`config.mk`:
```
export PLATFORM = sky130hd
export DESIGN_NAME = matrix_addsub_seq
export DESIGN_NICKNAME = d
export VERILOG_FILES = /design/src/rtl/matrix_pkg.sv /design/src/rtl/elem_addsub.sv /design/src/rtl/matrix_addsub_seq.sv
export SDC_FILE = /design/constraint.sdc
export NUM_CORES = 1
export LEC_CHECK = 0
export ABC_AREA = 1
export CORE_AREA = 2 2 236 238
export CTS_CLUSTER_DIAMETER = 50
export DETAILED_ROUTE_END_ITERATION = 10
export DIE_AREA = 0 0 238 240
export PLACE_DENSITY = 0.78
export SYNTH_ARGS = -nofsm -noshare
export SYNTH_HDL_FRONTEND = slang
export SYNTH_SLANG_ARGS = --single-unit
```
`constraint.sdc`:
```
create_clock -name clk -period 7.6 [get_ports clk]
set_input_delay 1.52 -clock clk [delete_from_list [all_inputs] [get_ports clk]]
set_output_delay 1.52 -clock clk [all_outputs]
set_load 0.01 [all_outputs]
```
`src/rtl/matrix_pkg.sv`:
```
// Shared types and helpers for the sequential matrix add/subtract unit.
package matrix_pkg;

  localparam int unsigned DEF_EW    = 8;
  localparam int unsigned DEF_MAX_N = 5;

  typedef enum logic [1:0] {
    IDLE = 2'd0,
    RUN  = 2'd1,
    DONE = 2'd2
  } state_e;

  // Signed saturation limits for an ew-bit two's complement element
  function automatic int sat_max(input int unsigned ew);
    return int'((32'd1 << (ew - 32'd1)) - 32'd1);
  endfunction

  function automatic int sat_min(input int unsigned ew);
    return -int'(32'd1 << (ew - 32'd1));
  endfunction

  function automatic int unsigned elem_count(input int unsigned n);
    return n * n;
  endfunction

endpackage

```
`src/rtl/elem_addsub.sv`:
```
// One lane of signed add/subtract with overflow detection and optional clamping.
module elem_addsub
  import matrix_pkg::*;
#(
  parameter int unsigned EW = DEF_EW
) (
  input  logic [EW-1:0] a,
  input  logic [EW-1:0] b,
  input  logic          sub,
  input  logic          sat,
  output logic [EW-1:0] r,
  output logic          ovf
);

  logic [EW:0] sum;

  // One extra bit holds the true sign; a mismatch with bit EW-1 means the EW-bit result overflowed
  always_comb begin
    sum = sub ? ({a[EW-1], a} - {b[EW-1], b}) : ({a[EW-1], a} + {b[EW-1], b});
    ovf = sum[EW] ^ sum[EW-1];
    r   = sum[EW-1:0];
    if (ovf && sat) begin
      r = sum[EW] ? EW'(sat_min(EW)) : EW'(sat_max(EW));
    end
  end

endmodule

```
`src/rtl/matrix_addsub_seq.sv`:
```
// Sequential N x N matrix add/subtract, LANES elements per cycle, start/done handshake.
module matrix_addsub_seq
  import matrix_pkg::*;
#(
  parameter  int unsigned EW    = DEF_EW,
  parameter  int unsigned MAX_N = DEF_MAX_N,
  parameter  int unsigned LANES = 1,
  localparam int unsigned DW    = $clog2(MAX_N + 1),
  localparam int unsigned FLAT  = MAX_N * MAX_N * EW
) (
  input  logic            clk,
  input  logic            rst,
  input  logic            start,
  input  logic            op_sub,
  input  logic            op_sat,
  input  logic [DW-1:0]   dim,
  input  logic [FLAT-1:0] matrix_a,
  input  logic [FLAT-1:0] matrix_b,
  output logic            busy,
  output logic            done,
  output logic [FLAT-1:0] result_out,
  output logic            overflow,
  output logic            err
);

  localparam int unsigned TOTAL = MAX_N * MAX_N;
  localparam int unsigned KW    = $clog2(TOTAL + LANES + 1);
  localparam int unsigned IW    = (TOTAL > 1) ? $clog2(TOTAL) : 1;

  state_e          state;
  state_e          next_state;
  logic [FLAT-1:0] a_q;
  logic [FLAT-1:0] b_q;
  logic            sub_q;
  logic            sat_q;
  logic [KW-1:0]   k_q;
  logic [KW-1:0]   cnt_q;
  logic            dim_ok_c;
  logic            last_c;

  logic [LANES-1:0] lane_act;
  logic [LANES-1:0] lane_ovf;
  logic [IW-1:0]    lane_sel [LANES];
  logic [EW-1:0]    lane_r   [LANES];

  assign dim_ok_c = (dim != '0) && (dim <= DW'(MAX_N));
  assign last_c   = (k_q + KW'(LANES)) >= cnt_q;

  // Lanes past the last active element are parked on index 0 and never written back
  for (genvar l = 0; l < LANES; l++) begin : g_lane
    logic [KW-1:0] idx;
    assign idx         = k_q + KW'(l);
    assign lane_act[l] = idx < cnt_q;
    assign lane_sel[l] = lane_act[l] ? IW'(idx) : '0;

    elem_addsub #(.EW(EW)) u_elem (
      .a   (a_q[int'(lane_sel[l]) * int'(EW) +: EW]),
      .b   (b_q[int'(lane_sel[l]) * int'(EW) +: EW]),
      .sub (sub_q),
      .sat (sat_q),
      .r   (lane_r[l]),
      .ovf (lane_ovf[l])
    );
  end

  always_ff @(posedge clk) begin
    if (rst) state <= IDLE;
    else     state <= next_state;
  end

  always_comb begin
    next_state = state;
    case (state)
      IDLE:    if (start) next_state = dim_ok_c ? RUN : DONE;
      RUN:     if (last_c) next_state = DONE;
      DONE:    next_state = IDLE;
      default: next_state = IDLE;
    endcase
  end

  // Operand latches, index counter, result register and status flags
  always_ff @(posedge clk) begin
    if (rst) begin
      busy       <= 1'b0;
      done       <= 1'b0;
      result_out <= '0;
      overflow   <= 1'b0;
      err        <= 1'b0;
      a_q        <= '0;
      b_q        <= '0;
      sub_q      <= 1'b0;
      sat_q      <= 1'b0;
      k_q        <= '0;
      cnt_q      <= '0;
    end else begin
      busy <= (next_state != IDLE);
      done <= (next_state == DONE);
      case (state)
        IDLE: begin
          if (start) begin
            a_q        <= matrix_a;
            b_q        <= matrix_b;
            sub_q      <= op_sub;
            sat_q      <= op_sat;
            k_q        <= '0;
            cnt_q      <= dim_ok_c ? KW'(elem_count(32'(dim))) : '0;
            result_out <= '0;
            overflow   <= 1'b0;
            err        <= ~dim_ok_c;
          end
        end
        RUN: begin
          for (int i = 0; i < int'(TOTAL); i++) begin
            for (int l = 0; l < int'(LANES); l++) begin
              if (lane_act[l] && (lane_sel[l] == IW'(i))) begin
                result_out[i * int'(EW) +: EW] <= lane_r[l];
              end
            end
          end
          overflow <= overflow | (|(lane_ovf & lane_act));
          k_q      <= k_q + KW'(LANES);
        end
        default: ;
      endcase
    end
  end

endmodule
```
==> run metrics, run 1 <==
sequential share of the synthesized area 0.487; routed wire length 89.4 mm; Wirelength per Cell 19.6 µm; YS warnings 0; endpoints failing setup 0; initial antenna violation count 7; clock root cell clkbuf_16; die area 57100 µm²; First-pass DRT Iterations 5; CTS tree done; post-synthesis cell type count 45; power per cell area 261 nW/µm²; Die H 240 µm; Hold Violations, Final 0; Hold Buf Count CTS 0; Mean Syn Cell Area 7.62 µm²; Post-Synthesis Cells 3331; post-route ant nets 0; crit path time final 6.29 ns; Syn Nets 3758; Sinks on Clock Net 617; Layout Nets 4222; Crit path max-delay family compound AO/OA/AOI/OAI gates; worst-skew pair later-pin latency 0.61 ns; post-synthesis register bit count around 620; CP peak stage delay 0.43 ns; DP HPWL roughly 60 mm; Post-synth EDFFs 0; Clock Path Buffers 3; VDD IR max 0.177 mV; chip width ~240 µm; first-pass GRT wire length 135 mm; Ports 612; Initial Utilization 0.464; unrepaired setup endpoints after global routing no; reg2reg setup slack 1.31 ns; Rel. slew slack 0.246; Tcrit/Tclk final 0.828; WP data arrival about 6.8 ns; setup_tns 0 ns; fin util 0.620; hold_sp b_q[20]; status completed; # rows 86; CP max-delay cell clkinv_2; skew final about 0.021 ns; share of layout cells above drive strength 1 0.0804; Via density approximately 5.5; setup bufs post-CTS 0; buffers added on ports 611; 1st-iter DRT viols between 2000 and 2500; hold depth 2; Worst-Margin Slew 1.13 ns; Lkg Pwr 13.5 nW; Max Transition Viols Final 0; GP Congestion 0.869; startpoint types flip-flop; FMAX around 160 MHz; cts bufs inserted 69; HP Class flip-flop to flip-flop; worst hold margin around 0.45 ns; FF-to-FF path depth 27; H-tree levels 3; Crit Reg-Reg Startpoint k_q[3]; Residual DRC 0; core box area 54700 µm²; main flop type after synthesis dfxtp_1; Area Growth Syn to Fin 33.5%; Pwr Total 8.84 mW; total track usage 0.302; total gr overflow 0; ys async rst share 0; vias in the first global route between 20000 and 25000; Worst Setup End Kind flip-flop; clock slew at reported path FFs 0.06 ns; worst slack, placed 1.43 ns; worst path buffer plus inverter count 6; Max Cap Viol 0; critical path class flip-flop to flip-flop; CP Max Fanout 32; Min-Delay Endpoint b_q[20]; Vias 25146; Req. time, crit path about 8.1 ns; Fill cells 4746; largest net degree at the start of global routing 247; Crit Reg-Reg Endpoint result_out[145]; synthesized area 25400 µm²; final worst setup slack 1.31 ns; post-CTS sizing 0
-- registers in the layout, indices dropped and copies added (netlist names) --
signal / count
busy: 1
sub_q: 1
done: 1
overflow: 1
a_q: 200
err: 1
result_out: 200
k_q: 5
sat_q: 1
cnt_q: 4
state: 2
b_q: 200
-- cell families after synthesis --
logic type                 share of synthesized area
xor gates and xnor gates                     0.00483
AOI/OAI and AO/OA                              0.225
DFF                                            0.487
adders and majority gates                    0.00966
buffers and inverters                         0.0589
and+or+nand+nor                                0.215
-- metrics by stage --
step                instance area (µm²)  instances
floorplan                         25400       3331
global placement                  31600       4428
detailed placement                31600       4428
CTS                               33900       4547
global route                      33900       4551
finish                            33900       4551
-- worst min-delay path: stages, from the launching register on --
cell and delay, ns:
dfxtp_1 0.30, inv_1 0.06, a21oi_1 0.05
-- layer usage --
layer | vias up | GRT usage | wire [µm]
met3 | 221 | 0.0518 | 6280
met5 | - | 0 | 43
met1 | 11752 | 0.386 | 36700
met2 | 1146 | 0.502 | 42100
li1 | 12021 | - | -
met4 | 6 | 0.137 | 4200
-- layout by cell type, fill, tap and decap left out, types with 5 or more instances in the layout --
| cell type | count |
|---|---|
| nor2_1 | 812 |
| o21ai_0 | 617 |
| dfxtp_1 | 617 |
| clkdlybuf4s50_1 | 611 |
| nand2_1 | 345 |
| a21oi_1 | 153 |
| nand3_1 | 116 |
| a21oi_2 | 114 |
| inv_1 | 81 |
| a22oi_1 | 73 |
| clkbuf_16 | 71 |
| buf_4 | 32 |
| nand4_1 | 24 |
| ha_1 | 18 |
| clkbuf_1 | 13 |
| nand2_2 | 11 |
| clkinv_2 | 11 |
| clkbuf_8 | 11 |
| xor2_1 | 9 |
| nand2_4 | 9 |
| a221oi_1 | 9 |
| nor2_4 | 7 |
| xnor2_1 | 5 |
| buf_12 | 5 |
-- synth_stat cells (11+ instances only) --
library cell  instances  share of area
nand3_1             116          0.023
a21oi_2             114          0.039
a22oi_1              73          0.022
nand2_1             345          0.051
ha_1                 18         0.0089
a21oi_1             153          0.030
nor2_1              814           0.12
inv_1                84          0.012
dfxtp_1             617           0.49
buf_2                20         0.0039
nand2_2              11         0.0027
clkbuf_1            199          0.029
o21ai_0             617           0.12
buf_6                20         0.0089
nand4_1              24         0.0059
buf_1                12         0.0018
-- layout make-up --
class | instances | area [µm²] | share of cell area
tap | 704 | 881 | 0.0260
sequential | 617 | 12400 | 0.364
inverter | 90 | 365 | 0.0108
multi-input combinational | 2369 | 11600 | 0.342
clock inverter | 24 | 267 | 0.00786
timing repair buffer | 648 | 6460 | 0.190
antenna | 4 | 10.0 | 0.000295
clock buffer | 95 | 1980 | 0.0583
-- report_power, final --
group,switching (mW),internal [mW]
clock,1.39,1.94
sequential,0.186,3.58
combinational,1.01,0.729
total,2.59,6.25
-- worst max-delay path by stage --
stage | from | to | slack, ns | cells after the start
2_1_floorplan | k_q[3] | result_out[65] | 2.27 | 36
3_3_place_gp | k_q[0] | result_out[131] | 1.67 | 31
3_5_place_dp | k_q[0] | result_out[155] | 1.43 | 31
6_report | k_q[3] | result_out[145] | 1.31 | 27
4_1_cts | k_q[0] | result_out[147] | 1.41 | 31
5_1_grt | k_q[3] | result_out[137] | 0.66 | 31
No activity file was read; power rests on OpenSTA's default activity.
==> inputs of run 2 (changes only) <==
clock period = 5.85 ns   (was 7.6 ns; I/O delays follow)
==> run 2 against run 1 <==
  * Sequential power is 30% higher
  * Sequential share of layout area down 0.68 points
  * Clock power rose by 30%
  * Worst setup slack lost 1.0 ns
  * Global-route usage grew 0.13 points
  * Sequential cell count unchanged
  * Register-to-register slack got worse by 1.0 ns
  * Largest power group unchanged
  * Highest routed layer unchanged
==> run metrics, run 2 (synthesis results as in run 1) <==
status completed; setup_tns 0 ns; initial antenna violation count 4; chip width 238 µm; FF-to-FF path depth between 40 and 50; share of layout cells above drive strength 1 0.0909; core box area 54700 µm²; buffers added on ports between 600 and 700; FMAX between 150 and 200 MHz; layer with the highest usage met2; total gr overflow 0; Sinks on Clock Net 617; Crit Reg-Reg Endpoint result_out[38]; DP HPWL about 62 mm; Via density 5.48; Vias 25147; M1 GR Usage 0.391; Lkg Pwr roughly 14 nW; cts bufs inserted 68; most common cell after layout, fill and taps aside nor2_1; hold depth 2; VDD IR max 0.199 mV; Rel. slew slack 0.281; 1st-iter DRT viols 2543; Req. time, crit path 6.32 ns; hold_sp b_q[197]; total track usage 0.304; Crit Reg-Reg Startpoint cnt_q[3]; Initial Utilization 0.464; CP max-delay cell dfxtp_1; vias in the first global route roughly 24000; critical path class flip-flop to flip-flop; M3 GR Usage 0.0525; Area Growth Syn to Fin 36.1%; first-pass GRT wire length 135 mm; Worst-Margin Slew 1.08 ns; skew final 0.0293 ns; CP peak stage delay 0.35 ns; H-tree levels 3; clock root cell clkbuf_16; largest registers a_q x200, b_q x200, result_out x200; Min-Delay Endpoint b_q[197]; largest net degree at the start of global routing 277; CP Max Fanout 65; Clock Path Buffers 3; Wirelength per Cell 19.8 µm; power per cell area 338 nW/µm²; Hold Violations, Final 0; startpoint types flip-flop; crit path time final 5.54 ns; most frequent cell on the critical path nand2_1; GP Congestion roughly 0.90; WP data arrival between 6 and 7 ns; die area approximately 57000 µm²; Max Cap Viol 0; CTS tree done; Fill cells 4597; First-pass DRT Iterations 5; most frequent cells in the layout nor2_1, dfxtp_1, o21ai_0; HP Class flip-flop to flip-flop; Die H about 240 µm; Worst Setup End Kind flip-flop; Ports 612; endpoints failing setup 0; reg2reg setup slack 0.31 ns; post-route ant nets 0; Tcrit/Tclk final 0.948; Layout Nets roughly 4300; # rows 86; fin util 0.632; worst hold margin 0.453 ns; Max Transition Viols Final 0; clock slew at reported path FFs around 0.06 ns; Residual DRC 0; Global Route met2 Usage 0.502; routed wire length a little over 90 mm; worst-skew pair later-pin latency between 0.6 and 0.7 ns
run 2: cell types whose count changed in the layout (fill, tap and decap cells not counted), moves of 2 or more:
cell,previous run,this run
clkinvlp_4,1,3
nand2_4,9,4
clkbuf_1,13,16
clkbuf_8,11,8
nand2_8,0,8
o21ai_0,617,614
buf_12,5,20
a21oi_1,153,151
clkinv_2,11,7
bufinv_16,3,6
o21ai_1,4,6
buf_4,32,55
run 2: metal layers:
metal	routed length, µm	vias to the layer above	part of all wire
met1	37800	11737	0.42
met3	6300	207	0.069
met5	32	-	0.00035
met4	4230	4	0.047
li1	-	12090	-
met2	42500	1109	0.47
run 2: critical path: cells and delay by family, from the launching register on:
kind	cells	cell delay, ns
AOI/OAI and AO/OA	8	0.87
DFF	1	0.35
adders and majority gates	3	0.79
and+or+nand+nor	23	2.52
buffers and inverters	7	0.79
run 2: power by group:
part / internal, mW / switching, mW / leakage, nW
clock: 2.56 / 1.76 / 1.10
combinational: 1.02 / 1.43 / 7.56
sequential: 4.66 / 0.235 / 5.11
total: 8.24 / 3.43 / 13.8
run 2: cell type report:
cell class,count,area (µm²),share of cell area
sequential,617,12400,0.358
clock buffer,95,1950,0.0564
clock inverter,24,304,0.00880
tap,704,881,0.0255
inverter,90,394,0.0114
timing repair buffer,687,6940,0.201
antenna,3,7.51,0.000217
multi-input combinational,2371,11700,0.339
run 2: worst max-delay path by stage:
stage,startpoint,end,slack (ns),cells past startpoint
after floorplan,k_q[3],result_out[65],0.52,36
after global placement,cnt_q[4],result_out[121],0.27,30
after detailed placement,cnt_q[4],result_out[49],0.04,30
after CTS,cnt_q[3],result_out[49],0.1,33
after global routing,cnt_q[2],result_out[38],-0.006,40
final,cnt_q[3],result_out[38],0.31,41
run 2: through the flow:
| stage | cells | power [mW] | setup WS [ns] | cell area, µm² |
|---|---|---|---|---|
| after CTS | 4574 | 11.6 | 0.0986 | 34300 |
| final | 4591 | 11.7 | 0.306 | 34500 |
| after global routing | 4590 | 12.1 | -0.00573 | 34500 |
| after detailed placement | 4451 | 7.27 | 0.0412 | 32000 |
| after floorplan | 3331 | 6.19 | 0.517 | 25400 |
| after global placement | 4451 | 7.24 | 0.271 | 32000 |
run 2: what timing repair did:
action                     CTS  global route
buffers inserted             4            11
hold buffers                 0             0
gates resized for setup      0            27
pin swaps                    1             9
cloned                       0             2
setup endpoints to repair    2           200
